**src/rtl/wall_pkg.sv**
```systemverilog
// rtl/wall_pkg.sv - shared wall state codes, colours and screen geometry
package wall_pkg;

  localparam logic [3:0] W_READY = 4'b0101;
  localparam logic [3:0] W_MOVE  = 4'b0110;
  localparam logic [3:0] W_STOP  = 4'b0111;
  localparam logic [3:0] W_DRAW  = 4'b1000;

  localparam logic [2:0] WALL_COLOUR = 3'b111;
  localparam logic [2:0] BG_COLOUR   = 3'b000;

  localparam int SCREEN_W = 160;
  localparam int SCREEN_H = 120;

  typedef enum logic {S_IDLE, S_SWEEP} sweep_state_t;

endpackage

```
**src/rtl/wall_datapath_if.sv**
```systemverilog
// rtl/wall_datapath_if.sv - control-FSM and VGA plot signals of the wall datapath
interface wall_datapath_if;

  logic [3:0] current;
  logic       step_en;
  logic [7:0] wall_x;
  logic       touched;
  logic [7:0] x_out;
  logic [6:0] y_out;
  logic [2:0] colour;
  logic       plot;
  logic       busy;

  modport master (
    input  current, step_en,
    output wall_x, touched, x_out, y_out, colour, plot, busy
  );

  modport slave (
    output current, step_en,
    input  wall_x, touched, x_out, y_out, colour, plot, busy
  );

endinterface

```
**src/rtl/wall_datapath_pixel_sweep.sv**
```systemverilog
// rtl/wall_datapath_pixel_sweep.sv - rectangle sweep engine with clipping and coalesced restart
module pixel_sweep
  import wall_pkg::*;
#(
  parameter int          W     = 4,
  parameter int          H     = 20,
  parameter int          EXTRA = 1,
  parameter int          Y0    = 60,
  parameter int          SW    = SCREEN_W,
  parameter logic [2:0]  FG    = WALL_COLOUR,
  parameter logic [2:0]  BG    = BG_COLOUR
) (
  input  logic       clk,
  input  logic       resetn,
  input  logic       req,
  input  logic [7:0] x_in,
  output logic [7:0] x_out,
  output logic [6:0] y_out,
  output logic [2:0] colour,
  output logic       plot,
  output logic       busy
);

  localparam logic [7:0] CX_LAST = 8'(W + EXTRA - 1);
  localparam logic [6:0] CY_LAST = 7'(H - 1);
  localparam logic [7:0] FG_COLS = 8'(W);
  localparam logic [8:0] CLIP_X  = 9'(SW);
  localparam logic [6:0] Y_BASE  = 7'(Y0);

  sweep_state_t state, state_nxt;
  logic [7:0]   snap_x, snap_nxt;
  logic [7:0]   cx, cx_nxt;
  logic [6:0]   cy, cy_nxt;
  logic         pending, pend_nxt;
  logic         load;
  logic [8:0]   px;

  always_comb begin
    state_nxt = state;
    snap_nxt  = snap_x;
    cx_nxt    = cx;
    cy_nxt    = cy;
    pend_nxt  = pending;
    load      = 1'b0;
    case (state)
      S_IDLE: begin
        if (req) begin
          state_nxt = S_SWEEP;
          snap_nxt  = x_in;
          cx_nxt    = '0;
          cy_nxt    = '0;
          load      = 1'b1;
        end
      end
      S_SWEEP: begin
        if (req) pend_nxt = 1'b1;
        if (cx == CX_LAST && cy == CY_LAST) begin
          // A request seen on the last pixel still counts as pending.
          if (pending || req) begin
            snap_nxt = x_in;
            cx_nxt   = '0;
            cy_nxt   = '0;
            pend_nxt = 1'b0;
            load     = 1'b1;
          end else begin
            state_nxt = S_IDLE;
          end
        end else begin
          load = 1'b1;
          if (cx == CX_LAST) begin
            cx_nxt = '0;
            cy_nxt = cy + 7'd1;
          end else begin
            cx_nxt = cx + 8'd1;
          end
        end
      end
      default: state_nxt = S_IDLE;
    endcase
  end

  assign px = {1'b0, snap_nxt} + {1'b0, cx_nxt};

  always_ff @(posedge clk) begin
    if (!resetn) begin
      state   <= S_IDLE;
      snap_x  <= '0;
      cx      <= '0;
      cy      <= '0;
      pending <= 1'b0;
      x_out   <= '0;
      y_out   <= '0;
      colour  <= '0;
      plot    <= 1'b0;
    end else begin
      state   <= state_nxt;
      snap_x  <= snap_nxt;
      cx      <= cx_nxt;
      cy      <= cy_nxt;
      pending <= pend_nxt;
      plot    <= load && (px < CLIP_X);
      if (load) begin
        x_out  <= px[7:0];
        y_out  <= Y_BASE + cy_nxt;
        colour <= (cx_nxt < FG_COLS) ? FG : BG;
      end
    end
  end

  assign busy = (state == S_SWEEP);

endmodule

```
**src/rtl/wall_datapath.sv**
```systemverilog
// rtl/wall_datapath.sv - wall position/touch registers plus redraw sweep for the wall FSM
module wall_datapath
  import wall_pkg::*;
#(
  parameter int X_START = 159,
  parameter int Y_TOP   = 60,
  parameter int WALL_W  = 4,
  parameter int WALL_H  = 20,
  parameter int STEP    = 1,
  parameter int TOUCH_X = 20
) (
  input  logic            clk,
  input  logic            resetn,
  wall_datapath_if.master bus
);

  localparam logic [7:0] X_START_L = 8'(X_START);
  localparam logic [7:0] STEP_L    = 8'(STEP);
  localparam logic [7:0] TOUCH_L   = 8'(TOUCH_X);

  logic [7:0] wall_x, wall_x_nxt;
  logic       touched, touched_nxt;

  always_comb begin
    wall_x_nxt  = wall_x;
    touched_nxt = touched;
    case (bus.current)
      W_READY: begin
        wall_x_nxt  = X_START_L;
        touched_nxt = 1'b0;
      end
      W_MOVE: begin
        if (bus.step_en)
          wall_x_nxt = (wall_x >= STEP_L) ? wall_x - STEP_L : 8'd0;
        touched_nxt = (wall_x_nxt <= TOUCH_L);
      end
      default: touched_nxt = (wall_x_nxt <= TOUCH_L);
    endcase
  end

  always_ff @(posedge clk) begin
    if (!resetn) begin
      wall_x  <= X_START_L;
      touched <= 1'b0;
    end else begin
      wall_x  <= wall_x_nxt;
      touched <= touched_nxt;
    end
  end

  assign bus.wall_x  = wall_x;
  assign bus.touched = touched;

  // Extra STEP columns to the right erase what the last move uncovered.
  pixel_sweep #(
    .W     (WALL_W),
    .H     (WALL_H),
    .EXTRA (STEP),
    .Y0    (Y_TOP),
    .SW    (SCREEN_W),
    .FG    (WALL_COLOUR),
    .BG    (BG_COLOUR)
  ) u_sweep (
    .clk    (clk),
    .resetn (resetn),
    .req    (bus.current == W_DRAW),
    .x_in   (wall_x),
    .x_out  (bus.x_out),
    .y_out  (bus.y_out),
    .colour (bus.colour),
    .plot   (bus.plot),
    .busy   (bus.busy)
  );

endmodule

```
**src/flat_wrapper.sv**
```systemverilog
// flat-port wrapper written by rule: the top's interface ports become plain ports
module wall_datapath_flat import wall_pkg::*;
#(
  parameter int X_START = 159,
  parameter int Y_TOP   = 60,
  parameter int WALL_W  = 4,
  parameter int WALL_H  = 20,
  parameter int STEP    = 1,
  parameter int TOUCH_X = 20
)
  (clk, resetn, bus_current, bus_step_en, bus_wall_x, bus_touched, bus_x_out, bus_y_out, bus_colour, bus_plot, bus_busy);
  wall_datapath_if bus_i ();
  input  logic clk;
  input  logic resetn;
  input wire logic [$bits(bus_i.current)-1:0] bus_current;
  input wire logic [$bits(bus_i.step_en)-1:0] bus_step_en;
  output wire logic [$bits(bus_i.wall_x)-1:0] bus_wall_x;
  output wire logic [$bits(bus_i.touched)-1:0] bus_touched;
  output wire logic [$bits(bus_i.x_out)-1:0] bus_x_out;
  output wire logic [$bits(bus_i.y_out)-1:0] bus_y_out;
  output wire logic [$bits(bus_i.colour)-1:0] bus_colour;
  output wire logic [$bits(bus_i.plot)-1:0] bus_plot;
  output wire logic [$bits(bus_i.busy)-1:0] bus_busy;
  assign bus_i.current = bus_current;
  assign bus_i.step_en = bus_step_en;
  assign bus_wall_x = bus_i.wall_x;
  assign bus_touched = bus_i.touched;
  assign bus_x_out = bus_i.x_out;
  assign bus_y_out = bus_i.y_out;
  assign bus_colour = bus_i.colour;
  assign bus_plot = bus_i.plot;
  assign bus_busy = bus_i.busy;
  wall_datapath #(.X_START(X_START), .Y_TOP(Y_TOP), .WALL_W(WALL_W), .WALL_H(WALL_H), .STEP(STEP), .TOUCH_X(TOUCH_X)) u_core (.clk(clk), .resetn(resetn), .bus(bus_i));
endmodule
```
**config.mk**
```make
export PLATFORM = sky130hd
export DESIGN_NAME = wall_datapath_flat
export DESIGN_NICKNAME = d
export VERILOG_FILES = /design/src/rtl/wall_pkg.sv /design/src/rtl/wall_datapath_if.sv /design/src/rtl/wall_datapath_pixel_sweep.sv /design/src/rtl/wall_datapath.sv /design/src/flat_wrapper.sv
export SDC_FILE = /design/constraint.sdc
export NUM_CORES = 1
export LEC_CHECK = 0
export CORE_AREA = 2 2 77 79
export DETAILED_ROUTE_END_ITERATION = 8
export DIE_AREA = 0 0 79 81
export HOLD_SLACK_MARGIN = 0.06
export PLACE_DENSITY_LB_ADDON = 0.1
export SLEW_MARGIN = 20
export SYNTH_ARGS = -nofsm -noshare
export SYNTH_HDL_FRONTEND = slang
export SYNTH_SLANG_ARGS = --single-unit
```
**constraint.sdc**
```tcl
create_clock -name clk -period 5.1 [get_ports clk]
set_input_delay 1.02 -clock clk [delete_from_list [all_inputs] [get_ports clk]]
set_output_delay 1.02 -clock clk [all_outputs]
set_load 0.02 [all_outputs]
```
# After elaboration in Yosys (flattened, before gate mapping)
# Index checks and enable logic that the tools add are counted.
[totals]
ram_bits = 0
reg_bits = 53
mem_count = 0
latch_bits = 0
mem_bits_ro = 0
output_inout_bits = 29
[op_classes]
multipliers = 0
n_lt_le_gt_ge = 5
n_eq_ne = 5
n_addsub = 5
mux = 27
reduce_logical = 4
shift = 0
bitwise = 1
n_div = 0
[ops]
columns = ["operator", "n"]
rows = [
  ["$mux W8", 10],
  ["$pmux W8 S2", 3],
  ["$mux W7", 4],
  ["$le A8 B5 Y1 const B", 2],
  ["$pmux W7 S2", 1],
  ["$add A8 B8 Y9", 1],
  ["$lt A9 B8 Y1 const B", 1],
  ["$add A8 B1 Y8 const B", 1],
  ["$eq A4 B3 Y1 const B", 2],
  ["$eq A8 B3 Y1 const B", 1],
  ["$ge A8 B1 Y1 const B", 1],
  ["$lt A8 B3 Y1 const B", 1],
  ["$sub A8 B1 Y8 const B", 1],
  ["$add A6 B7 Y7 const A", 1],
  ["$add A7 B1 Y7 const B", 1],
  ["$eq A7 B5 Y1 const B", 1],
  ["$mux W1", 6],
  ["$eq A4 B4 Y1 const B", 1],
  ["$pmux W1 S2", 2],
  ["$mux W3", 1],
  ["$logic_and A1 B1 Y1", 2],
  ["$reduce_bool A2 Y1", 1],
  ["$logic_or A1 B1 Y1", 1],
  ["$not A1 Y1", 1],
]

# Longest topological paths before layout
[depth]
ltp_word = 8
ltp_mapped = 18
ltp_nobuf = 17

# By module
# From an unflattened synthesis, not the netlist that was laid out.
[unflattened]
hier_cells = 382
hier_area_um2 = 3299.4
[by_module_without_submodules]
columns = ["module", "cells_per_inst", "area_per_inst_um2", "seq_area_each_um2", "n_inst"]
rows = [
  ["pixel_sweep", 290, 2578.7, 840.8, 1],
  ["wall_datapath", 92, 720.7, 180.2, 1],
]

# Worst setup path before layout
# Ideal clock, no wire load.
[synth_timing]
path_kind = "input port to flip-flop"
from = "input port bus_current[1]"
to = "register u_core.u_sweep.plot"
setup_slack_ps = 1132
setup_time_ps = 66
cell_stages = 15
required_time_ps = 5034
arrival_time_ps = 3902
cell_sequence = "or4b_1 > clkbuf_1 > a21o_1 > buf_2 > nand2_1 > o21ai_1 > ha_1 > fa_1 > a21o_1 > a21oi_1 > nand2b_1 > a21oi_1 > a21o_1 > a211o_1 > a21oi_2"
[synth_via]
elab_chain_cells = 8
elab_cells_between_ends = 17
classes_between = "add/sub: 1; order compare: 1; eq/ne: 1; mux: 12; reduce/logical: 2"
[synth_lines]
columns = ["element", "line", "text"]
rows = [
  ["start, declared", "flat_wrapper.sv:15", "input wire logic [$bits(bus_i.current)-1:0] bus_current;"],
  ["$eq A4 B4 Y1 *", "wall_datapath.sv:66", ".req (bus.current == W_DRAW),"],
  ["$logic_or A1 B1 Y1", "wall_datapath_pixel_sweep.sv:59", "if (pending || req) begin"],
  ["$mux W8", "wall_datapath_pixel_sweep.sv:59", ""],
  ["$mux W8", "wall_datapath_pixel_sweep.sv:57", "if (cx == CX_LAST && cy == CY_LAST) begin"],
  ["$pmux W8 S2 *", "wall_datapath_pixel_sweep.sv:45", "case (state)"],
  ["net u_core.u_sweep.snap_nxt[0]", "wall_datapath_pixel_sweep.sv:31", "logic [7:0] snap_x, snap_nxt;"],
  ["$add A8 B8 Y9 *", "wall_datapath_pixel_sweep.sv:82", "assign px = {1'b0, snap_nxt} + {1'b0, cx_nxt};"],
  ["$lt A9 B8 Y1 *", "wall_datapath_pixel_sweep.sv:101", "plot <= load && (px < CLIP_X);"],
  ["$logic_and A1 B1 Y1 *", "wall_datapath_pixel_sweep.sv:101", ""],
  ["end signal, assigned", "wall_datapath_pixel_sweep.sv:101", ""],
  ["end, declared", "wall_datapath_pixel_sweep.sv:20", "output logic plot,"],
]
# Mark *: on every way through the listed nets, which the timed path passes. The rest lies on a longest branch.
# A chain may end at the register's enable or synchronous reset.

# Worst setup path in the final report
[layout_timing]
from = "input port bus_current[1]"
to = "register u_core.u_sweep.plot"
[layout_via]
elab_chain_cells = 8
elab_cells_between_ends = 17
classes_between = "add/sub: 1; order compare: 1; eq/ne: 1; mux: 12; reduce/logical: 2"
[layout_lines]
columns = ["element", "line", "text"]
rows = [
  ["$eq A4 B4 Y1 *", "wall_datapath.sv:66", ""],
  ["$logic_or A1 B1 Y1", "wall_datapath_pixel_sweep.sv:59", ""],
  ["$mux W8", "wall_datapath_pixel_sweep.sv:59", ""],
  ["$mux W8", "wall_datapath_pixel_sweep.sv:57", ""],
  ["$pmux W8 S2 *", "wall_datapath_pixel_sweep.sv:45", ""],
  ["net u_core.u_sweep.cx_nxt[0]", "wall_datapath_pixel_sweep.sv:32", "logic [7:0] cx, cx_nxt;"],
  ["$add A8 B8 Y9 *", "wall_datapath_pixel_sweep.sv:82", ""],
  ["$lt A9 B8 Y1 *", "wall_datapath_pixel_sweep.sv:101", ""],
  ["$logic_and A1 B1 Y1 *", "wall_datapath_pixel_sweep.sv:101", ""],
]
# Marked as above.

==> results.yml <==
status:
  outcome: "finished clean"
drt:
  vias_per_cell: 5.77
  drt_iter0_markers: 220
  drc: 0
  wirelength_um: 7250
  firstDrtPassIters: 4
  num_vias: 2739
  drtAntennaViolNets: 0
  wl_per_cell_um: 15.3
pwr:
  power_density_nw_per_um2: 212
  netSwitchingFraction_pct: 23.3
  peakVddDrop_v: 0.000187
  pwr-share-seq_pct: 54.0
  switching_power_w: 0.000177
  power_frac_comb_pct: 10.1
  power.internal_w: 0.000582
  power.leakage_nw: 1.44
  total_power_w: 0.000759
  clkPwrFrac_pct: 35.9
critical_path:
  worst_setup_path_start_kind: "input port"
  critical_path_class: "in2reg"
  required_ps: 5340
  crit_fanout: 14
  critPathCaptureType: "flop"
  crit_arrival_ps: 4580
  r2r_slack_ps: 1430
  slowest_stage: "or4b_1"
  max_stage_delay_ps: 700
  crit_chain: "clkdlybuf4s50_1 > or4b_1 > and2_1 > nand2_1 > o21ai_1 > ha_1 > fa_1 > a21o_1 > a21oi_1 > nand2b_1 > a21oi_1 > a21o_1 > a211o_1 > a21oi_2"
sta:
  slew-limit-headroom_pct: 53.5
  setup_viol: 0
  slew_violations: 0
  fin_skew_ps: 12.3
  fin_ws_ps: 768
  period_minus_slack_ps: 4330
  fmax_mhz: 231
  timing.hold.ws_ps: 459
  worst_pin_slew_ps: 696
  period_share_pct: 85.0
  setup-tns-final_ps: 0
  final_hold_viol_count: 0
  rsz0062_at_grt: "false"
logic_synthesis:
  syn_nets: 392
  synth_area_per_cell_um2: 8.28
  ys_top_cells_by_area: "dfxtp_1 (33%), ha_1 (5.7%), nand2_1 (5.5%), and2_1 (4.1%), xnor2_1 (3.4%)"
  synth-seq-cells: 51
  netlist_area_um2: 3060
  yosys.area.top_type: "dfxtp_1"
  yosysWarningCount: 0
  synthArstFlopShare_pct: 0
  syn_inst: 370
  synth_ff_type: "dfxtp_1"
  ys_types: 65
  synth_top_area_share_pct: 33.3
  synth-edff-count: 0
  ys_seq_area_share_pct: 33.3
clock_tree:
  cts-root-buf: "clkbuf_8"
  clockBufferDepth: 2
  cts_hold_buf: 0
  clk_pin_slew_ps: 90
  cts_num_sinks: 51
  clock_latency_ps: 310
  cts-resized-gates: 0
  cts_made_buffers: 5
  h-tree-depth: 2
  cts_tree: "yes"
  post_cts.repair.setup_buffers: 0
placed_design:
  gp_congestion: 0.897
  dp_hpwl_um: 5310
  numPortBuffers: 35
  pre_cts_slack_ps: 439
floorplan:
  dieWidth_um: 79
  row_count: 28
  dieHeight_um: 81
  core_um2: 5680
  dieArea_um2: 6400
  pin_count: 36
  start_util_pct: 54.0
grt:
  grt_pass1_wl_um: 11900
  grt_pass1_vias: 2444
  grt_usage_pct: 23.7
  grt_max_degree: 32
  antenna_found_initial: 0
  grt-ovfl-total: 0
cells_and_area:
  antenna_cells: 0
  area_growth_syn_to_layout_pct: 16.6
  drive_above_1_share_pct: 6.00
  regArea_um2: 1020
  final_util_pct: 62.9
  fillers: 525
  multi_input_area_um2: 1920
  layout.nets: 422
flow_run:
  cap_violations: 0
worst_hold_path:
  hold_path_class: "reg2reg"
cell type report:
type                       count  area share (%)
clock buffer                   6            2.03
sequential                    51            28.6
multi-input combinational    289            53.7
tap                           75            2.63
clock inverter                 1           0.841
timing repair buffer          40            10.9
inverter                      13            1.37
path summary, 6_finish.rpt:
check / start / endpoint / cells past startpoint
setup / recovery: bus_current[1] / u_core.u_sweep.plot / 14
hold / removal: u_core.u_sweep.x_out[4] / u_core.u_sweep.x_out[4] / 2
setup reg to reg: u_core.u_sweep.busy / u_core.u_sweep.x_out[7] / 13
hold reg to reg: u_core.u_sweep.x_out[4] / u_core.u_sweep.x_out[4] / 2
sequential cells by signal, indices dropped and copies added, names as in the netlist:
register and flops:
u_core.bus.wall_x 8, u_core.u_sweep.pending 1, u_core.u_sweep.cy 7, u_core.u_sweep.y_out 7, u_core.u_sweep.busy 1, u_core.u_sweep.snap_x 8
u_core.u_sweep.cx 8, u_core.u_sweep.x_out 8, u_core.u_sweep.plot 1, u_core.bus.touched 1, u_core.u_sweep.colour 1
cells in the final DEF, fill, tap and decap left out, types with 3 or more instances in the layout:
cell / netlist / final
dfxtp_1: 51 / 51
nand2_1: 45 / 45
clkdlybuf4s50_1: 0 / 35
nor2_1: 20 / 20
and2_1: 20 / 20
a21oi_1: 19 / 19
o21ai_0: 18 / 18
nand3_1: 17 / 17
ha_1: 14 / 14
inv_1: 12 / 12
xnor2_1: 12 / 12
nor2b_1: 10 / 10
o21ai_1: 8 / 8
nor3_1: 7 / 7
xor2_1: 7 / 7
and3_1: 6 / 6
a21o_1: 5 / 5
mux2_1: 5 / 5
or3_1: 5 / 5
a21boi_1: 5 / 5
clkbuf_8: 0 / 5
buf_4: 2 / 5
a211oi_1: 4 / 4
o22ai_1: 4 / 4
o211ai_1: 4 / 4
a22oi_1: 3 / 3
nand4_1: 3 / 3
nand2b_1: 3 / 3
power by group through the flow:
stage | clock, W | sequential (W) | combinational, W
2_1_floorplan | 0 | 0.000426 | 0.0000385
3_3_place_gp | 0 | 0.000419 | 0.0000751
3_5_place_dp | 0 | 0.000419 | 0.0000762
4_1_cts | 0.000277 | 0.000410 | 0.0000768
5_1_grt | 0.000294 | 0.000411 | 0.0000835
6_report | 0.000272 | 0.000410 | 0.0000769
routing by layer:
layer  vias to the layer above  part of all wire [%]  track usage (%)
li1                       1377                     -                -
met1                      1280                    51             34.9
met2                        76                    44             35.6
met3                         6                   4.2             4.67
met4                         0                  0.92             5.86
met5                         -                     0                0
stage by stage:
step	instance area, um^2	instances
6_report	3570	475
5_1_grt	3570	475
3_3_place_gp	3470	468
3_5_place_dp	3470	468
4_1_cts	3570	475
2_1_floorplan	3060	370
logic make-up after synthesis:
logic type               after synthesis  synth area share, %
XOR/XNOR                              19                 5.43
multiplexers                           8                 2.86
flip-flops                            51                 33.3
AND/OR/NAND/NOR                      153                 26.6
buffers and inverters                 30                 4.04
AO/OA/AOI/OAI                         94                 21.3
adder cells (fa/ha/maj)               15                 6.37
synthesized netlist by cell type (2+ instances only):
cell / number
mux2_1: 5
dfxtp_1: 51
a22oi_1: 3
and2_1: 20
mux2i_1: 2
buf_4: 2
a211oi_1: 4
xor2_1: 7
a21o_1: 5
a21boi_0: 2
nand3b_1: 2
a31oi_1: 2
o2bb2ai_1: 2
and3_1: 6
xnor2_1: 12
nor3_1: 7
nand2_1: 45
nand2b_1: 3
o31ai_1: 2
nand4_1: 3
or2_2: 2
o21ai_0: 18
nor2b_1: 10
inv_1: 12
ha_1: 14
nor2_1: 20
o22ai_1: 4
nand3_1: 17
buf_2: 3
o211a_1: 2
and3b_1: 2
or3_1: 5
a211o_1: 2
a21oi_1: 19
a21boi_1: 5
o21ai_1: 8
clkbuf_1: 11
o211ai_1: 4
critical path: cells and delay by family:
family | cells | cell delay [ps]
AND/OR/NAND/NOR | 4 | 1330
AO/OA/AOI/OAI | 7 | 1070
adder cells (fa/ha/maj) | 2 | 650
buffers and inverters | 1 | 490
No activity file was read; power rests on OpenSTA's default activity.
